--- config.mk ---
export PLATFORM = sky130hd
export DESIGN_NAME = host_bus_bridge
export DESIGN_NICKNAME = d
export VERILOG_FILES = /design/src/rtl/host_bus_pkg.sv /design/src/rtl/host_bus_sync.sv /design/src/rtl/host_bus_bridge.sv
export SDC_FILE = /design/constraint.sdc
export NUM_CORES = 1
export LEC_CHECK = 0
export CORE_MARGIN = 2
export CORE_UTILIZATION = 43
export CTS_BUF_LIST = sky130_fd_sc_hd__clkbuf_8
export CTS_CLUSTER_SIZE = 28
export DETAILED_ROUTE_END_ITERATION = 6
export PLACE_DENSITY = 0.82
export SLEW_MARGIN = 10
export SYNTH_ARGS = -nofsm -noshare
export SYNTH_HDL_FRONTEND = slang
export SYNTH_SLANG_ARGS = --single-unit
--- constraint.sdc ---
create_clock -name clk -period 2.4 [get_ports clk]
set_input_delay 0.48 -clock clk [delete_from_list [all_inputs] [get_ports clk]]
set_output_delay 0.48 -clock clk [all_outputs]
set_load 0.1 [all_outputs]
--- src/rtl/host_bus_pkg.sv ---
// Shared types and constants for the host CPU bus bridge.
package host_bus_pkg;

    localparam int HOST_BUS_ADDR_WIDTH  = 4;
    localparam int HOST_BUS_DATA_WIDTH  = 16;
    localparam int HOST_BUS_SYNC_STAGES = 2;

    // Wide enough for any practical data width; users slice the low bits.
    localparam logic [63:0] HOST_BUS_ALL_ONES = '1;

    typedef enum logic [2:0] {
        ST_IDLE,
        ST_RD_WAIT,
        ST_RD_HOLD,
        ST_WR_HOLD,
        ST_WR_WAIT
    } bus_state_t;

endpackage

--- src/rtl/host_bus_sync.sv ---
// N-stage synchronizer for an active-low asynchronous strobe; resets to the inactive level (1).
module host_bus_sync #(
    parameter int STAGES = 2
) (
    input  logic clk,
    input  logic reset,
    input  logic d,
    output logic q
);

    logic [STAGES-1:0] sync_p;

    always_ff @(posedge clk) begin
        if (reset) begin
            sync_p <= '1;
        end else begin
            sync_p <= {sync_p[STAGES-2:0], d};
        end
    end

    assign q = sync_p[STAGES-1];

endmodule

--- src/rtl/host_bus_bridge.sv ---
// Asynchronous host CPU bus to internal req/ack register bus bridge.
// Optional wait-state timeout is built only when HOST_BUS_TIMEOUT_EN is defined.
module host_bus_bridge
    import host_bus_pkg::*;
#(
    parameter int ADDR_WIDTH     = HOST_BUS_ADDR_WIDTH,
    parameter int DATA_WIDTH     = HOST_BUS_DATA_WIDTH,
    parameter int SYNC_STAGES    = HOST_BUS_SYNC_STAGES,
    parameter int TIMEOUT_CYCLES = 255
) (
    input  logic                  clk,
    input  logic                  reset,
    input  logic                  host_cs_n,
    input  logic                  host_rd_n,
    input  logic                  host_wr_n,
    input  logic [ADDR_WIDTH-1:0] host_addr,
    input  logic [DATA_WIDTH-1:0] host_data_in,
    output logic [DATA_WIDTH-1:0] host_data_out,
    output logic                  host_data_oe,
    output logic [ADDR_WIDTH-1:0] reg_addr,
    output logic [DATA_WIDTH-1:0] reg_wdata,
    output logic                  reg_write,
    output logic                  reg_read,
    input  logic [DATA_WIDTH-1:0] reg_rdata,
    input  logic                  reg_ack,
    output logic                  timeout_flag
);

    if (SYNC_STAGES < 2) begin : g_bad_sync
        $error("host_bus_bridge: SYNC_STAGES must be at least 2");
    end
    if (TIMEOUT_CYCLES < 1) begin : g_bad_timeout
        $error("host_bus_bridge: TIMEOUT_CYCLES must be at least 1");
    end

    logic cs_n_s, rd_n_s, wr_n_s, rd_n_d;

    host_bus_sync #(.STAGES(SYNC_STAGES)) u_cs_sync (.clk(clk), .reset(reset), .d(host_cs_n), .q(cs_n_s));
    host_bus_sync #(.STAGES(SYNC_STAGES)) u_rd_sync (.clk(clk), .reset(reset), .d(host_rd_n), .q(rd_n_s));
    host_bus_sync #(.STAGES(SYNC_STAGES)) u_wr_sync (.clk(clk), .reset(reset), .d(host_wr_n), .q(wr_n_s));

    bus_state_t            state, state_nxt;
    logic [ADDR_WIDTH-1:0] reg_addr_nxt;
    logic [DATA_WIDTH-1:0] reg_wdata_nxt, data_out_nxt, rd_result;
    logic                  data_oe_nxt, reg_write_nxt, reg_read_nxt;
    logic                  rd_fall, both_low, ack_ok, timeout_hit;

    assign rd_fall  = rd_n_d & ~rd_n_s;
    assign both_low = ~rd_n_s & ~wr_n_s;
    // An ack coinciding with our own request pulse belongs to nothing we issued.
    assign ack_ok   = reg_ack & ~reg_read & ~reg_write;
    assign rd_result = ack_ok ? reg_rdata : HOST_BUS_ALL_ONES[DATA_WIDTH-1:0];

`ifdef HOST_BUS_TIMEOUT_EN
    localparam int TO_RAW_W = $clog2(TIMEOUT_CYCLES + 1);
    localparam int TO_W     = (TO_RAW_W < 8) ? 8 : ((TO_RAW_W > 16) ? 16 : TO_RAW_W);

    logic [TO_W-1:0] to_cnt;
    logic            in_wait, timeout_flag_r;

    assign in_wait     = (state == ST_RD_WAIT) || (state == ST_WR_WAIT);
    assign timeout_hit = in_wait && (to_cnt == TO_W'(TIMEOUT_CYCLES - 1));

    always_ff @(posedge clk) begin
        if (reset || (state_nxt != state)) begin
            to_cnt <= '0;
        end else if (in_wait) begin
            to_cnt <= to_cnt + 1'b1;
        end
    end

    always_ff @(posedge clk) begin
        if (reset) begin
            timeout_flag_r <= 1'b0;
        end else if (timeout_hit && !ack_ok) begin
            timeout_flag_r <= 1'b1;
        end
    end

    assign timeout_flag = timeout_flag_r;
`else
    assign timeout_hit  = 1'b0;
    assign timeout_flag = 1'b0;
`endif

    always_comb begin
        state_nxt     = state;
        reg_addr_nxt  = reg_addr;
        reg_wdata_nxt = reg_wdata;
        data_out_nxt  = host_data_out;
        data_oe_nxt   = host_data_oe;
        reg_read_nxt  = 1'b0;
        reg_write_nxt = 1'b0;
        case (state)
            ST_IDLE: begin
                if (!cs_n_s && !both_low) begin
                    if (rd_fall) begin
                        reg_addr_nxt = host_addr;
                        reg_read_nxt = 1'b1;
                        data_oe_nxt  = 1'b1;
                        state_nxt    = ST_RD_WAIT;
                    end else if (!wr_n_s) begin
                        state_nxt = ST_WR_HOLD;
                    end
                end
            end
            ST_WR_HOLD: begin
                if (!wr_n_s) begin
                    reg_addr_nxt  = host_addr;
                    reg_wdata_nxt = host_data_in;
                end else begin
                    reg_write_nxt = 1'b1;
                    state_nxt     = ST_WR_WAIT;
                end
            end
            ST_WR_WAIT: begin
                if (ack_ok || timeout_hit) begin
                    state_nxt = ST_IDLE;
                end
            end
            ST_RD_WAIT: begin
                if (rd_n_s) begin
                    data_oe_nxt = 1'b0;
                end
                // A dropped output enable marks a read the host already gave up on.
                if (ack_ok || timeout_hit) begin
                    if (!host_data_oe || rd_n_s) begin
                        data_oe_nxt = 1'b0;
                        state_nxt   = ST_IDLE;
                    end else begin
                        data_out_nxt = rd_result;
                        state_nxt    = ST_RD_HOLD;
                    end
                end
            end
            ST_RD_HOLD: begin
                if (rd_n_s) begin
                    data_oe_nxt = 1'b0;
                    state_nxt   = ST_IDLE;
                end
            end
            default: begin
                data_oe_nxt = 1'b0;
                state_nxt   = ST_IDLE;
            end
        endcase
    end

    always_ff @(posedge clk) begin
        if (reset) begin
            state         <= ST_IDLE;
            rd_n_d        <= 1'b1;
            reg_addr      <= '0;
            reg_wdata     <= '0;
            host_data_out <= '0;
            host_data_oe  <= 1'b0;
            reg_read      <= 1'b0;
            reg_write     <= 1'b0;
        end else begin
            state         <= state_nxt;
            rd_n_d        <= rd_n_s;
            reg_addr      <= reg_addr_nxt;
            reg_wdata     <= reg_wdata_nxt;
            host_data_out <= data_out_nxt;
            host_data_oe  <= data_oe_nxt;
            reg_read      <= reg_read_nxt;
            reg_write     <= reg_write_nxt;
        end
    end

endmodule

# After elaboration in Yosys (flattened, before gate mapping)
# Cells that the tools add are included.
# W data, S select, Z words.
dict set report totals {
  reg_bits 49
  latchBits 0
  mem_bits_rw 0
  mem_bits_ro 0
  in_bits 42
  mem_count 0
}
dict set report op_classes {
  addsub 0
  mul 0
  n_div 0
  order_cmp 0
  n_eq_ne 12
  shift 0
  mux 21
  n_bitwise 13
  reduce_logical 15
}
# cell count
set ops {}
lappend ops {{$mux W3} 7}
lappend ops {{$pmux W3 S5} 1}
lappend ops {{$mux W4} 3}
lappend ops {{$ne A2 B2 Y1 const B} 5}
lappend ops {{$not A1 Y1} 9}
lappend ops {{$pmux W4 S2} 1}
lappend ops {{$mux W1} 7}
lappend ops {{$eq A3 B2 Y1 const B} 2}
lappend ops {{$reduce_and A3 Y1} 2}
lappend ops {{$reduce_and A6 Y1} 1}
lappend ops {{$and A1 B1 Y1} 4}
lappend ops {{$ne A2 B1 Y1 const B} 2}
lappend ops {{$pmux W1 S4} 1}
lappend ops {{$reduce_and A4 Y1} 1}
lappend ops {{$reduce_or A2 Y1} 2}
lappend ops {{$eq A3 B1 Y1 const B} 1}
lappend ops {{$eq A3 B3 Y1 const B} 1}
lappend ops {{$logic_not A1 Y1} 3}
lappend ops {{$logic_not A3 Y1} 1}
lappend ops {{$ne A3 B3 Y1 const B} 1}
lappend ops {{$reduce_or A3 Y1} 1}
lappend ops {{$mux W2} 1}
lappend ops {{$reduce_and A2 Y1} 1}
lappend ops {{$reduce_bool A2 Y1} 1}
lappend ops {{2 further kinds} 2}

# Longest topological paths before layout
dict set report logic_depth {
  depth_word 6
  depth_mapped 7
  depth_no_buf 4
}

# By module
# A second synthesis with hierarchy kept.
dict set report hier_totals {
  cells_unflattened 201
  area_unflattened_um2 1856.8
}
# module instances cells_each area_per_inst_um2 seq_area_each_um2
set modules_own_cells {}
lappend modules_own_cells {host_bus_bridge 1 189 1699.1 860.8}
lappend modules_own_cells {host_bus_sync 3 4 52.6 40.0}

# Least setup slack after synthesis
# Ideal clock, no wire load.
dict set report synth_path {
  kind {reg-to-reg}
  startpoint {register host_data_oe}
  endpoint {register host_data_out[2]}
  setup_time_ns 0.132
  arrival_ns 2.076
  required_ns 2.268
  setup_slack_ns 0.192
  stages_incl_launch_ff 7
  path_buffers 2
  period_less_slack_ns 2.208
  cell_sequence {dfxtp_1 -> nand3b_1 -> or4_4 -> buf_6 -> buf_6 -> nand2_1 -> a21oi_1}
}
dict set report synth_between {
  elab_chain_len 4
}
# item line_no
set synth_lines {}
lappend synth_lines {{from (decl)} host_bus_bridge.sv:19} ;# output logic host_data_oe,
lappend synth_lines {{from (signal assigned)} host_bus_bridge.sv:165} ;# host_data_oe <= data_oe_nxt;
lappend synth_lines {{$logic_not A1 Y1} host_bus_bridge.sv:127} ;# if (!host_data_oe || rd_n_s) begin
lappend synth_lines {{$logic_or A1 B1 Y1} host_bus_bridge.sv:127}
lappend synth_lines {{$not A1 Y1 (no line)} -}
lappend synth_lines {{$reduce_and A3 Y1 (no line)} -}
lappend synth_lines {{to (signal assigned)} host_bus_bridge.sv:164} ;# host_data_out <= data_out_nxt;
lappend synth_lines {{to (decl)} host_bus_bridge.sv:18} ;# output logic [DATA_WIDTH-1:0] host_data_out,
# No other way between the ends.
# A chain may end at the register's enable or synchronous reset.

# Final worst setup path
dict set report layout_path {
  startpoint {input reg_ack}
  endpoint {register host_data_out[11]}
}
dict set report layout_between {
  elab_chain_len 3
}
# item line_no
set layout_lines {}
lappend layout_lines {{from (decl)} host_bus_bridge.sv:25} ;# input logic reg_ack,
lappend layout_lines {{$and A1 B1 Y1 (2 in a row)} host_bus_bridge.sv:51} ;# assign ack_ok = reg_ack & ~reg_read & ~reg_write;
lappend layout_lines {{$reduce_and A3 Y1 (no line)} -}
# No other way between the ends.

==> results by group <==
Clocking
  • Number of post-CTS setup repair buffers: 0
  • Root buffer cell: clkbuf_8
  • CTS tree: done
  • Clk Latency, worst-skew pair: just under 0.3 ns
  • CTS resizes: 0
  • Max Root-Sink Buffers: 2
  • CTS HTree Levels: 2
  • # hold bufs at CTS: 0
  • Worst-path clk slew: roughly 0.08 ns
  • CTS buffer count: 5
  • Clock Sinks: approximately 50

Finish
  • Area of the multi-input gates: 810 um2
  • Commonest non-fill, non-tap cell in the layout: nand2_1
  • Util after Layout: 62.7%
  • Fillers: 380
  • Layout overhead on the synthesized area: 43.0%
  • Layout cells sized above 1: ~23%
  • Post-layout nets: 337
  • Commonest non-fill, non-tap cells in the layout: nand2_1 (66), dfxtp_1 (49), buf_4 (42)
  • Register area: 981 um2
  • Non-Filler Instances: 348
  • N_diodes: 0

Synthesis
  • Synth cell types: 36
  • Main flop type after synthesis: dfxtp_1
  • Cell area after synthesis: 0.00188 mm2
  • Number of synthesized register bits: 49
  • Syn_area_per_cell: approximately 8.5 um2
  • Syn_nets: 264
  • Cells after Synth: 222
  • Ys Warns: 0
  • EDFF count, synth: 0
  • Sequential element share of the synthesized area: 52.1%
  • Asr flop ratio synth: 0%

Die
  • Row count: 24
  • Initial Utilization: 43.9%
  • Die ar.: 0.00493 mm2
  • Core Area: 0.00429 mm2
  • Die width: 70.2 um
  • I/O pin cnt: 82
  • Die H: 70.2 um

Worst setup path
  • Crit. End Element: register
  • Crit-path slowest cell: or4_4
  • Cells along the critical path: clkdlybuf4s50_1 -> or3b_4 -> or4_4 -> nand2_1 -> a21oi_1
  • Critical Path AT: 2.13 ns
  • Reg2reg setup slack: 0.70 ns
  • CP required: approximately 2.6 ns
  • WS Path Type: input pin to register
  • Worst-path fanout max: 16
  • CP startpoint kind: input pin
  • Slowest cell delay on critical path: 0.61 ns

Power
  • Sw Share: 21.6%
  • Peak supply drop: 348 uV
  • Power per Cell Area: 550 mW/mm2
  • Share of power burned in the clock network: 34.5%
  • Total Power: ~1.5 mW
  • Comb pwr share: 9.4%
  • Internal Power: 1.16 mW
  • P_sw: 0.320 mW
  • Sequential Power Share: 56.0%
  • Leak: 1.06 nW

Global route
  • Largest net degree at the start of global routing: about 50
  • Grt met2 use: 27.8%
  • First-pass GRT wire length: 6.65 mm
  • Busiest layer in global routing: met2
  • Total GRT Usage: approximately 17%
  • GR Layer Usage met1: between 10% and 20%
  • Initial antenna violation count: 0
  • Total grt overflow: 0
  • Vias in the first global route: 1539
  • GR Layer Usage met3: 7.22%

STA
  • Max transition margin: 66.0%
  • Setup violators final: 0
  • Setup Skew: 0.00772 ns
  • Fmax: 507 MHz
  • Worst slew pin tran: 0.510 ns
  • TNS Setup: 0 ns
  • RSZ-0062 raised after global routing: false
  • Final period util: 82.3%
  • Max Slew Vio Count: 0
  • Hold Vio Cnt, Final: 0
  • Final worst path period need: 1.97 ns

Drt
  • # DRC: 0
  • Vias per inst: roughly 5
  • Routed WL: about 4 mm
  • DRT antenna net count: 0
  • Via count of the routed design: 1712
  • 1st-iter DRT viols: 77
  • Routed wire length per instance: 11.8 um
  • Drt first pass iters: 4

Placement
  • Port buffer count: 80
  • GPL Wtd Cong: 0.799
  • Placed instance count: 340
  • Detailed Place HPWL: 2.91 mm

Hold path
  • Hold Path Class: register to register

Flow run
  • Max Cap Violations: 0

Outcome
  • Outcome: finished, final reports clean
==> state kept, by name, indices dropped and copies added (netlist names) <==
register,cells
host_data_out,16
reg_wdata,16
reg_addr,4
state,3
u_cs_sync.sync_p,2
u_rd_sync.sync_p,2
u_wr_sync.sync_p,2
host_data_oe,1
rd_n_d,1
reg_read,1
reg_write,1
==> per-stage QoR <==
step | setup WS, ns | instance area (um2) | hold WS [ns]
after CTS | 0.435 | 2690 | 0.413
after global placement | 0.147 | 2590 | 0.392
after global routing | 0.402 | 2690 | 0.429
final | 0.426 | 2690 | 0.412
after detailed placement | 0.118 | 2590 | 0.392
after floorplan | 0.192 | 1880 | 0.389
==> path summary, 6_finish.rpt <==
path                                                        to  cells after the start                            from
worst max register to register  host_data_out[11]$_SDFFE_PP0P_                      4           state[0]$_SDFFE_PP0P_
worst min-delay path            u_rd_sync.sync_p[1]$_SDFF_PP1_                      1  u_rd_sync.sync_p[0]$_SDFF_PP1_
worst min register to register  u_rd_sync.sync_p[1]$_SDFF_PP1_                      1  u_rd_sync.sync_p[0]$_SDFF_PP1_
worst max-delay path            host_data_out[11]$_SDFFE_PP0P_                      5                         reg_ack
==> cell families after synthesis <==
logic type | count (synthesis) | share of synthesized area [%]
muxes | 6 | 3.25
AOI/OAI and AO/OA | 42 | 12.3
DFF | 49 | 52.1
and+or+nand+nor | 103 | 26.4
xor gates and xnor gates | 1 | 0.465
other | 1 | 0.199
buffers and inverters | 20 | 5.31
==> power groups by stage <==
stage	Clock, mW	Combinational (mW)	Sequential (mW)
3_5_place_dp	0	0.139	0.850
4_1_cts	0.532	0.140	0.830
2_1_floorplan	0	0.0535	0.859
3_3_place_gp	0	0.139	0.849
6_report	0.512	0.140	0.830
5_1_grt	0.570	0.150	0.832
==> layout make-up <==
type | count | share of cell area, %
clock buffers | 7 | 3.58
well taps | 52 | 2.42
inverters | 3 | 0.418
flip-flops and latches | 49 | 36.4
multi-input cells | 153 | 30.1
clock inverters | 1 | 0.186
repair buffers | 83 | 26.9
==> synthesized netlist by cell type (2+ instances only) <==
master | count | area [um2]
nand3_1 | 2 | 10.0
nand2_1 | 66 | 248
buf_2 | 5 | 25.0
clkbuf_1 | 8 | 30.0
nor3_1 | 2 | 10.0
buf_6 | 2 | 22.5
nor2_1 | 9 | 33.8
o21ai_0 | 2 | 10.0
inv_1 | 3 | 11.3
dfxtp_1 | 49 | 981
nand3b_1 | 3 | 22.5
mux2i_1 | 5 | 50.1
a21oi_1 | 36 | 180
or2_2 | 8 | 50.1
==> per-layer routing <==
layer,wire length (um),up-vias
li1,-,871
met4,56,0
met3,415,7
met5,0,-
met1,1770,765
met2,1860,69
==> worst max-delay path: cells and delay by family <==
| family | cells | cell delay, ns |
|---|---|---|
| buffers and inverters | 1 | 0.45 |
| AND/OR/NAND/NOR | 3 | 1.13 |
| AO/OA/AOI/OAI | 1 | 0.07 |
(Power assumes the default switching activity.)
